<file path="config.mk">
export PLATFORM = sky130hd
export DESIGN_NAME = stopwatch_core_flat
export DESIGN_NICKNAME = d
export VERILOG_FILES = /design/src/rtl/stopwatch_pkg.sv /design/src/rtl/stopwatch_core_if.sv /design/src/rtl/stopwatch_core_btn_sync_edge.sv /design/src/rtl/stopwatch_core.sv /design/src/flat_wrapper.sv
export SDC_FILE = /design/constraint.sdc
export NUM_CORES = 1
export LEC_CHECK = 0
export ABC_CLOCK_PERIOD_IN_PS = 3100
export CAP_MARGIN = 10
export CORE_MARGIN = 2
export CORE_UTILIZATION = 50
export DETAILED_ROUTE_END_ITERATION = 10
export DONT_BUFFER_PORTS = 1
export SYNTH_ARGS = -nofsm -noshare
export SYNTH_HDL_FRONTEND = slang
export SYNTH_HIERARCHICAL = 1
export SYNTH_SLANG_ARGS = --single-unit
export TNS_END_PERCENT = 50
</file>
<file path="constraint.sdc">
create_clock -name clk -period 3.1 [get_ports clk]
set_input_delay 0.31 -clock clk [delete_from_list [all_inputs] [get_ports clk]]
set_output_delay 0.31 -clock clk [all_outputs]
set_load 0.01 [all_outputs]
</file>
<file path="src/rtl/stopwatch_pkg.sv">
// stopwatch_pkg
// Shared types and constants for the centisecond stopwatch:
//   state_t          - control FSM encoding (IDLE=0, RUN=1, PAUSE=2, LAP=3)
//   bcd4_t           - four packed BCD digits {d3,d2,d1,d0} = SS.cc
//   TICK_DIV_DEFAULT - clk cycles per centisecond at 100 MHz
//   BCD_MAX          - largest legal BCD digit
//   bcd_inc()        - ripple-carry BCD increment with 99.99 -> 00.00 wrap
package stopwatch_pkg;

  typedef enum logic [1:0] {
    ST_IDLE  = 2'd0,
    ST_RUN   = 2'd1,
    ST_PAUSE = 2'd2,
    ST_LAP   = 2'd3
  } state_t;

  typedef struct packed {
    logic [3:0] d3;
    logic [3:0] d2;
    logic [3:0] d1;
    logic [3:0] d0;
  } bcd4_t;

  localparam int         TICK_DIV_DEFAULT = 1_000_000;
  localparam logic [3:0] BCD_MAX          = 4'd9;
  localparam bcd4_t      BCD_FULL         = 16'h9999;

  // Each digit rolls 9 -> 0 and carries into the next; d3 rolls with no carry out.
  function automatic bcd4_t bcd_inc(input bcd4_t v);
    bcd4_t r;
    r = v;
    if (v.d0 != BCD_MAX) begin
      r.d0 = v.d0 + 4'd1;
    end else begin
      r.d0 = 4'd0;
      if (v.d1 != BCD_MAX) begin
        r.d1 = v.d1 + 4'd1;
      end else begin
        r.d1 = 4'd0;
        if (v.d2 != BCD_MAX) begin
          r.d2 = v.d2 + 4'd1;
        end else begin
          r.d2 = 4'd0;
          r.d3 = (v.d3 != BCD_MAX) ? v.d3 + 4'd1 : 4'd0;
        end
      end
    end
    return r;
  endfunction

endpackage

</file>
<file path="src/rtl/stopwatch_core_if.sv">
// stopwatch_core_if
// Groups the stopwatch's user-facing signals.
//   btn_ss / btn_lap / btn_clr : raw button levels, asynchronous to clk
//   hex3..hex0                 : displayed BCD digits, hex3 = seconds tens
//   running / lap_active       : state flags for indicators
//   wrapped                    : sticky 99.99 -> 00.00 rollover flag
// There is no valid/ready handshake here: buttons are plain levels sampled
// through synchronisers, and the display outputs are continuously valid.
// master = the button/display side, slave = the stopwatch core.
interface stopwatch_core_if;
  logic       btn_ss;
  logic       btn_lap;
  logic       btn_clr;
  logic [3:0] hex3;
  logic [3:0] hex2;
  logic [3:0] hex1;
  logic [3:0] hex0;
  logic       running;
  logic       lap_active;
  logic       wrapped;

  modport master (
    output btn_ss, btn_lap, btn_clr,
    input  hex3, hex2, hex1, hex0, running, lap_active, wrapped
  );

  modport slave (
    input  btn_ss, btn_lap, btn_clr,
    output hex3, hex2, hex1, hex0, running, lap_active, wrapped
  );
endinterface

</file>
<file path="src/rtl/stopwatch_core_btn_sync_edge.sv">
// btn_sync_edge
// Two-flop synchroniser followed by a registered rising-edge detector.
//   clk, rst_n : clock, asynchronous active-low reset
//   btn        : raw asynchronous button level
//   pulse      : one-cycle pulse per rising edge of btn
// A level rising before edge N gives a pulse in the cycle after edge N+2.
module btn_sync_edge (
  input  logic clk,
  input  logic rst_n,
  input  logic btn,
  output logic pulse
);
  logic [1:0] sync_q;
  logic       prev_q;
  logic       pulse_q;

  always_ff @(posedge clk or negedge rst_n) begin
    if (!rst_n) begin
      sync_q  <= 2'b00;
      prev_q  <= 1'b0;
      pulse_q <= 1'b0;
    end else begin
      sync_q  <= {sync_q[0], btn};
      prev_q  <= sync_q[1];
      pulse_q <= sync_q[1] & ~prev_q;
    end
  end

  assign pulse = pulse_q;
endmodule

</file>
<file path="src/rtl/stopwatch_core.sv">
// stopwatch_core
// Centisecond stopwatch producing SS.cc as four BCD digits (00.00-99.99).
//   clk, rst_n : 100 MHz clock, asynchronous active-low reset
//   bus        : stopwatch_core_if.slave - buttons in, digits/flags out
//   state_dbg  : current FSM state, for observation
// Buttons are synchronised and edge-detected, drive an IDLE/RUN/PAUSE/LAP
// machine, and a prescaler generates the centisecond tick for the BCD chain.
module stopwatch_core
  import stopwatch_pkg::*;
#(
  parameter int TICK_DIV = TICK_DIV_DEFAULT
) (
  input  logic             clk,
  input  logic             rst_n,
  stopwatch_core_if.slave  bus,
  output state_t           state_dbg
);
  localparam int            PW         = (TICK_DIV > 1) ? $clog2(TICK_DIV) : 1;
  localparam logic [PW-1:0] PRESC_LAST = PW'(TICK_DIV - 1);

  logic          ss_p, lap_p, clr_p;
  state_t        state_q, state_d;
  logic [PW-1:0] presc_q;
  bcd4_t         count_q, snap_q, disp;
  logic          wrapped_q;
  logic          counting, tick, clr_now, lap_enter;

  btn_sync_edge u_ss  (.clk(clk), .rst_n(rst_n), .btn(bus.btn_ss),  .pulse(ss_p));
  btn_sync_edge u_lap (.clk(clk), .rst_n(rst_n), .btn(bus.btn_lap), .pulse(lap_p));
  btn_sync_edge u_clr (.clk(clk), .rst_n(rst_n), .btn(bus.btn_clr), .pulse(clr_p));

  // Next state. Within each state only the buttons that matter are examined,
  // in clr > ss > lap order, so an ignored button never masks a live one.
  always_comb begin
    state_d = state_q;
    unique case (state_q)
      ST_IDLE:  if (ss_p) state_d = ST_RUN;
      ST_RUN:   if (ss_p) state_d = ST_PAUSE;
                else if (lap_p) state_d = ST_LAP;
      ST_LAP:   if (ss_p) state_d = ST_PAUSE;
                else if (lap_p) state_d = ST_RUN;
      ST_PAUSE: if (clr_p) state_d = ST_IDLE;
                else if (ss_p) state_d = ST_RUN;
      default:  state_d = ST_IDLE;
    endcase
  end

  always_ff @(posedge clk or negedge rst_n) begin
    if (!rst_n) state_q <= ST_IDLE;
    else        state_q <= state_d;
  end

  assign counting  = (state_q == ST_RUN) || (state_q == ST_LAP);
  assign tick      = counting && (presc_q == PRESC_LAST);
  assign clr_now   = (state_q == ST_PAUSE) && (state_d == ST_IDLE);
  assign lap_enter = (state_q == ST_RUN) && (state_d == ST_LAP);

  // Prescaler holds in PAUSE so a partial tick survives stop/start.
  always_ff @(posedge clk or negedge rst_n) begin
    if (!rst_n) begin
      presc_q <= '0;
    end else if (clr_now) begin
      presc_q <= '0;
    end else if (counting) begin
      presc_q <= tick ? '0 : presc_q + PW'(1);
    end
  end

  always_ff @(posedge clk or negedge rst_n) begin
    if (!rst_n) begin
      count_q   <= '0;
      wrapped_q <= 1'b0;
    end else if (clr_now) begin
      count_q   <= '0;
      wrapped_q <= 1'b0;
    end else if (tick) begin
      count_q <= bcd_inc(count_q);
      if (count_q == BCD_FULL) wrapped_q <= 1'b1;
    end
  end

  // Snapshot takes count_q before any same-cycle tick lands.
  always_ff @(posedge clk or negedge rst_n) begin
    if (!rst_n) begin
      snap_q <= '0;
    end else if (clr_now) begin
      snap_q <= '0;
    end else if (lap_enter) begin
      snap_q <= count_q;
    end
  end

  assign disp           = (state_q == ST_LAP) ? snap_q : count_q;
  assign bus.hex3       = disp.d3;
  assign bus.hex2       = disp.d2;
  assign bus.hex1       = disp.d1;
  assign bus.hex0       = disp.d0;
  assign bus.running    = counting;
  assign bus.lap_active = (state_q == ST_LAP);
  assign bus.wrapped    = wrapped_q;
  assign state_dbg      = state_q;
endmodule

</file>
<file path="src/flat_wrapper.sv">
// flat-port wrapper written by rule: the top's interface ports become plain ports
module stopwatch_core_flat import stopwatch_pkg::*;
#(
  parameter int TICK_DIV = TICK_DIV_DEFAULT
)
  (clk, rst_n, state_dbg, bus_btn_ss, bus_btn_lap, bus_btn_clr, bus_hex3, bus_hex2, bus_hex1, bus_hex0, bus_running, bus_lap_active, bus_wrapped);
  stopwatch_core_if bus_i ();
  input  logic clk;
  input  logic rst_n;
  output state_t state_dbg;
  input wire logic [$bits(bus_i.btn_ss)-1:0] bus_btn_ss;
  input wire logic [$bits(bus_i.btn_lap)-1:0] bus_btn_lap;
  input wire logic [$bits(bus_i.btn_clr)-1:0] bus_btn_clr;
  output wire logic [$bits(bus_i.hex3)-1:0] bus_hex3;
  output wire logic [$bits(bus_i.hex2)-1:0] bus_hex2;
  output wire logic [$bits(bus_i.hex1)-1:0] bus_hex1;
  output wire logic [$bits(bus_i.hex0)-1:0] bus_hex0;
  output wire logic [$bits(bus_i.running)-1:0] bus_running;
  output wire logic [$bits(bus_i.lap_active)-1:0] bus_lap_active;
  output wire logic [$bits(bus_i.wrapped)-1:0] bus_wrapped;
  assign bus_i.btn_ss = bus_btn_ss;
  assign bus_i.btn_lap = bus_btn_lap;
  assign bus_i.btn_clr = bus_btn_clr;
  assign bus_hex3 = bus_i.hex3;
  assign bus_hex2 = bus_i.hex2;
  assign bus_hex1 = bus_i.hex1;
  assign bus_hex0 = bus_i.hex0;
  assign bus_running = bus_i.running;
  assign bus_lap_active = bus_i.lap_active;
  assign bus_wrapped = bus_i.wrapped;
  stopwatch_core #(.TICK_DIV(TICK_DIV)) u_core (.clk(clk), .rst_n(rst_n), .bus(bus_i), .state_dbg(state_dbg));
endmodule
</file>
==> results of run 1 <==
==> cell usage after synthesis, types with 6 or more instances <==
cell type  number  area (um^2)
o21ai_0        16         80.1
a22o_1          8         70.1
clkbuf_1        9         33.8
mux2_2         14          158
ha_1            9          113
a21oi_1        17         85.1
nor3_1          6         30.0
nor2_1         28          105
xor2_1          9         78.8
or3_1          13         81.3
nand2_1        29          109
inv_1           8         30.0
dfrtp_1        67         1680
nand3_1        20          100
nand4_1         6         37.5
mux2i_1        11          110
==> final cells by class <==
cell class / instances / area, um^2 / area share
multi-input cells: 230 / 1540 / 0.422
inverters: 9 / 33.8 / 0.00926
well taps: 77 / 96.3 / 0.0264
repair buffers: 10 / 105 / 0.0288
clock buffers: 11 / 131 / 0.0360
flip-flops and latches: 67 / 1680 / 0.460
clock inverters: 3 / 65.1 / 0.0178
==> kinds of logic after synthesis <==
kind of cell             Yosys count  synth area share
AND/OR/NAND/NOR                  133             0.225
flip-flops                        67             0.508
AO/OA/AOI/OAI                     50            0.0917
multiplexers                      25            0.0811
buffers and inverters             21            0.0261
XOR/XNOR                          13            0.0345
adder cells (fa/ha/maj)            9            0.0341
==> stage by stage <==
step                hold slack, ps  cells  worst slack [ps]  utilization
finish                         349    407               620        0.571
global route                   364    407               464        0.571
CTS                            353    407               635        0.571
detailed placement            15.8    388               659        0.530
global placement              16.2    388               718        0.530
floorplan                     14.4    318               936            -
==> where the power goes <==
group          internal [mW]  total [mW]  switching [mW]  leakage, nW
Clock                  0.444       0.763           0.319       0.0992
Sequential             0.950        1.03          0.0808        0.897
Combinational          0.163       0.441           0.277        0.639
Total                   1.56        2.23           0.677         1.64
==> state kept, by name, indices dropped and copies added, names as in the netlist, 2 cells and up <==
| signal | cells |
|---|---|
| u_core/count_q | 16 |
| u_core/presc_q | 20 |
| u_core/snap_q | 16 |
| u_core/state_dbg | 2 |
| u_core/u_clr/sync_q | 2 |
| u_core/u_lap/sync_q | 2 |
| u_core/u_ss/sync_q | 2 |
==> metal layers <==
metal,global-route usage,vias to the layer above,wire [um]
li1,-,1135,-
met1,0.301,1133,3410
met2,0.287,55,2890
met3,0.0535,8,318
met4,0.0750,0,91
met5,0,-,0
==> worst reg2reg max path, cell delays in order, from the launching register on <==
cell and delay, ps:
dfrtp_1 410, or4b_4 570, nor4_4 390, nand2_1 320, nand2_1 520, o22ai_1 130
==> layout by cell type (no fill, tap or decap), types with 2 or more instances in the layout <==
cell type and n:
nor4_4 2, xor2_1 9, o22ai_1 2, xnor2_1 4, nor3_1 6, and3_1 3
bufinv_16 2, clkbuf_1 2, dfrtp_1 67, nor2b_4 3, or2_2 2, nand4_1 6
buf_4 5, a21oi_1 17, nor2b_1 5, mux2_2 14, nand2_1 29, o21ai_0 16
dlygate4sd3_1 4, clkbuf_8 9, nand3_1 20, a22o_1 8, or3_1 13, nor2_1 28
and2_1 2, ha_1 9, and3b_1 3, nand2b_1 2, inv_1 8, mux2i_1 11
==> worst max path at each step <==
| stage | startpoint | slack [ps] | end |
|---|---|---|---|
| after CTS | u_core/presc_q[8]$_DFFE_PN0P_ | 640 | u_core/presc_q[15]$_DFFE_PN0P_ |
| final | u_core/presc_q[8]$_DFFE_PN0P_ | 620 | u_core/presc_q[15]$_DFFE_PN0P_ |
| after detailed placement | u_core/presc_q[8]$_DFFE_PN0P_ | 660 | u_core/presc_q[15]$_DFFE_PN0P_ |
| after global placement | u_core/presc_q[8]$_DFFE_PN0P_ | 720 | u_core/presc_q[15]$_DFFE_PN0P_ |
| after global routing | u_core/presc_q[8]$_DFFE_PN0P_ | 460 | u_core/presc_q[15]$_DFFE_PN0P_ |
| after floorplan | u_core/presc_q[8]$_DFFE_PN0P_ | 940 | u_core/count_q[14]$_DFFE_PN0P_ |
==> summary.txt, run 1 <==
Via density = 5.73
Initial Util = 0.517
total core area = 6390 um^2
Hold Path Class = reg2reg
slowest CP cell = or4b_4
Leak Pwr = 1.64 nW
placed cell area = 3380 um^2
asr flop ratio synth = 1.00
DRC viols = 0
Max-Cap Viols = 0
Post-DRT Antenna Nets = 0
clk root buf = clkbuf_8
actual slew at the worst max-slew pin = 654 ps
cts hold-fix bufs = 5
# rows = 29
pins over their slew limit = 0
die width = 85.3 um
crit path DAT = 2670 ps
first-pass GRT wire length = 11.4 mm
antenna cells = 0
vias in the first global route = 2,294
Max-Slew Margin vs Limit = 0.562
RSZ-0062 raised after global routing = no
CTS-repair resized insts = 0
die area = 7270 um^2
Synthesis Warnings = 6
reg-to-reg setup timing slack = 620 ps
kind of critical path = reg2reg
WP depth = 5
DR vias = 2,331
CP Buf/Inv Count = 0
Hold Fails Final Rpt = 0
DR pass1 iterations = 4
pwr dens = 612 nW/um^2
CTS Buf Count = 9
CTS tree = yes
Synth Cell Area = 3300 um^2
status = finished clean
largest vdd supply drop = 0.400 mV
Cell variety after synth = 46
latest clock arrival within the worst-skew pair = 340 ps
CP endpoint kind = flop
final setup fails = 0
post-route setup TNS = 0 ps
GRT Residual Overflow = 0
worst-path cell chain = or4b_4, nor4_4, nand2_1, nand2_1, o22ai_1
pin count of the biggest net entering global routing = 68
sequential-to-total area share from yosys stat = 0.508
syn_nets = 332
IO Pins = 26
routability cong. = 0.812
R2R Path End = u_core/presc_q[15]$_DFFE_PN0P_
Routed WL per cell = 16.5 um
ratio of cells with drive above 1 in the final layout = 0.130
Final min period = 2480 ps
FF+latch count, synth = 67
IO buf count = 0
power after layout = 2.23 mW
Worst Hold Endpoint = u_core/u_clr/sync_q[1]$_DFF_PN0_
synthesis-to-finish area growth = 10.5%
R2R Path Start = u_core/presc_q[8]$_DFFE_PN0P_
Cells on Worst Hold Path = 0
crit-path max FO = 16
CP most frequent cell = nand2_1
Slowest Stage Delay on Critical Path = 570 ps
Reg clk slew, reported paths = 70 ps
CTS sink count = 67
die height = 85.3 um
crit path launch type = flop
CTS Buffer Depth = 2
Final Cell Area = 3650 um^2
filler cell count = 539
Detail Placement HPWL = 4.35 mm
Synth Instances = 318
GR Util All Layers = 0.203
hold_sp = u_core/u_clr/sync_q[0]$_DFF_PN0_
Top FF cell, synth = dfrtp_1
Synth Area per Inst = 10.4 um^2
crit share post-route = 0.800
Worst Reg-to-Reg Cells = 5
post-CTS setup buffers = 0
drt first-iter violations = 165
initial antenna violation count = 0
Layout Nets = 341
CP required = 3290 ps
CP top delay family = simple AND/OR/NAND/NOR gates
WL final = 6.72 mm
number of flops mapped to enable cells by yosys = 0
H-tree depth = 3
clk_skew = 11.3 ps
f_max = 403 MHz
Power figures use the tool's default switching activity.
==> run 2, diff against run 1 <==
--- a/config.mk
+++ b/config.mk
@@ -5,7 +5,7 @@
 export SDC_FILE = /design/constraint.sdc
 export NUM_CORES = 1
 export LEC_CHECK = 0
-export ABC_CLOCK_PERIOD_IN_PS = 3100
+export ABC_CLOCK_PERIOD_IN_PS = 2350
 export CAP_MARGIN = 10
 export CORE_MARGIN = 2
 export CORE_UTILIZATION = 50
==> constraint.sdc (replaced) <==
create_clock -name clk -period 2.35 [get_ports clk]
set_input_delay 0.235 -clock clk [delete_from_list [all_inputs] [get_ports clk]]
set_output_delay 0.235 -clock clk [all_outputs]
set_load 0.01 [all_outputs]
==> run 2 against run 1 <==
- clock power is 27% higher
- sequential share of layout area shrank 1.3 points
- via count grew 2.9%
- fmax is 11% higher
- flip-flop and latch count did not move
- combinational power up 33%
- setup slack got worse by 500 ps
- power up 31%
- critical path depth unchanged
- routed wire length stayed put
- clock skew shrank 1.3 ps
- first-iteration DRC count is 33% lower
- critical path type unchanged
- critical endpoint is now u_core/count_q[14]$_DFFE_PN0P_
- largest power group unchanged
==> summary.txt, run 2 (same netlist as run 1, synthesis figures left out) <==
largest vdd supply drop = 0.528 mV
Worst Reg-to-Reg Cells = 5
Slowest Stage Delay on Critical Path = 540 ps
R2R Path Start = u_core/presc_q[6]$_DFFE_PN0P_
CTS sink count = 67
Max-Slew Margin vs Limit = 0.507
reg-to-reg setup timing slack = 120 ps
total core area = 6390 um^2
pwr dens = 782 nW/um^2
actual slew at the worst max-slew pin = 737 ps
Sw Ratio = 0.317
Routed WL per cell = 16.0 um
DR pass1 iterations = 5
GR Util All Layers = 0.204
WP depth = 5
slowest CP cell = or4b_4
NetSw = 0.931 mW
worst-path cell chain = or4b_4, nor4_4, nand4_2, or4b_4, a21oi_2
Top reg by flops = u_core/presc_q
max reg flops = 20
Clock power frac = 0.331
CTS tree = yes
ratio of cells with drive above 1 in the final layout = 0.180
smallest hold slack = 354 ps
RSZ-0062 raised after global routing = no
f_max = 448 MHz
DRC viols = 0
CP top delay family = simple AND/OR/NAND/NOR gates
CP endpoint kind = flop
R2R Path End = u_core/count_q[14]$_DFFE_PN0P_
Pint = 2.01 mW
CP required = 2640 ps
Via density = 5.70
routability cong. = 0.794
Hold Path Class = reg2reg
latest clock arrival within the worst-skew pair = 350 ps
most common cell after layout, fill and taps aside = dfrtp_1
die width = 85.3 um
Worst Setup EP = u_core/count_q[14]$_DFFE_PN0P_
GRT Residual Overflow = 0
clk root buf = clkbuf_8
IO Pins = 26
commonest cells after routing, fill and taps aside = dfrtp_1 (67), nand2_1 (29), nor2_1 (28)
first-pass GRT wire length = 11.6 mm
status = finished clean
DR vias = 2,398
post-route setup TNS = 0 ps
crit path DAT = 2520 ps
H-tree depth = 3
# rows = 29
Largest regs = u_core/presc_q x20, u_core/count_q x16, u_core/snap_q x16
Final min period = 2230 ps
final setup fails = 0
crit-path max FO = 7
crit share post-route = 0.949
clk_skew = 10.0 ps
Leak Pwr = 1.70 nW
CP Buf/Inv Count = 0
Hold Fails Final Rpt = 0
Max-Cap Viols = 0
WL final = 6.72 mm
initial antenna violation count = 0
Detail Placement HPWL = 4.38 mm
pins over their slew limit = 0
Final Cell Area = 3760 um^2
placed cell area = 3470 um^2
antenna cells = 0
CTS Buf Count = 9
die area = 7270 um^2
CP most frequent cell = or4b_4
die height = 85.3 um
drt first-iter violations = 110
crit path launch type = flop
Initial Util = 0.517
critical path startpoint = u_core/presc_q[6]$_DFFE_PN0P_
Reg clk slew, reported paths = 80 ps
CTS Buffer Depth = 2
Comb power frac = 0.200
IO buf count = 0
Seq pwr share = 0.469
synthesis-to-finish area growth = 13.7%
Layout Nets = 353
Post-DRT Antenna Nets = 0
kind of critical path = reg2reg
pin count of the biggest net entering global routing = 68
vias in the first global route = 2,353
==> run 2: layout make-up <==
cell class	instances	area, um^2
Clock buffer	10	138
Clock inverter	6	65.1
Fill cell	559	2630
Inverter	9	37.5
Multi-Input combinational cell	230	1550
Sequential cell	67	1680
Tap cell	77	96.3
Timing Repair Buffer	22	195
==> run 2: worst min path at each step <==
stage / from / end / slack (ps) / depth (start not counted)
after floorplan: rst_n / u_core/bus.wrapped$_DFFE_PN0P_ / -60 / 0
after global placement: rst_n / u_core/presc_q[4]$_DFFE_PN0P_ / -60 / 0
after detailed placement: rst_n / u_core/presc_q[5]$_DFFE_PN0P_ / -60 / 0
after CTS: u_core/u_ss/sync_q[0]$_DFF_PN0_ / u_core/u_ss/sync_q[1]$_DFF_PN0_ / 360 / 0
after global routing: u_core/u_lap/sync_q[0]$_DFF_PN0_ / u_core/u_lap/sync_q[1]$_DFF_PN0_ / 370 / 0
final: u_core/u_clr/sync_q[0]$_DFF_PN0_ / u_core/u_clr/sync_q[1]$_DFF_PN0_ / 350 / 0
==> run 2: through the flow <==
step                      setup WS, ps  total power [mW]   util  std cells
after global routing              26.2              3.11  0.588        421
after global placement            49.1              1.95  0.543        399
after CTS                        -10.6              2.98  0.585        420
final                              120              2.94  0.588        421
after detailed placement          16.4              1.96  0.543        399
after floorplan                    186              1.76      -        318
==> run 2: power by group through the flow <==
stage | logic [mW] | registers [mW] | clock network, mW
floorplan | 0.394 | 1.37 | 0
global placement | 0.549 | 1.40 | 0
detailed placement | 0.553 | 1.40 | 0
CTS | 0.590 | 1.38 | 1.00
global route | 0.654 | 1.40 | 1.06
finish | 0.588 | 1.38 | 0.971
==> run 2: timing repair <==
item | CTS | global route
hold buffers | 5 | 0
buffers inserted | 0 | 1
resized for setup | 0 | 3
endpoints found under the setup margin | 1 | 12
pin swaps | 0 | 3
endpoints found under the hold margin | 70 | 0
==> run 2: layer usage <==
layer / wire, um / up-vias / track usage
li1: - / 1168 / -
met1: 3380 / 1181 / 0.304
met2: 2920 / 39 / 0.286
met3: 284 / 10 / 0.0467
met4: 122 / 0 / 0.0866
met5: 0 / - / 0
==> run 2: worst register-to-register path: cells and delay by family (launching register included) <==
family	cells	cell delay [ps]
AND/OR/NAND/NOR	4	1630
flip-flops	1	420
AO/OA/AOI/OAI	1	140
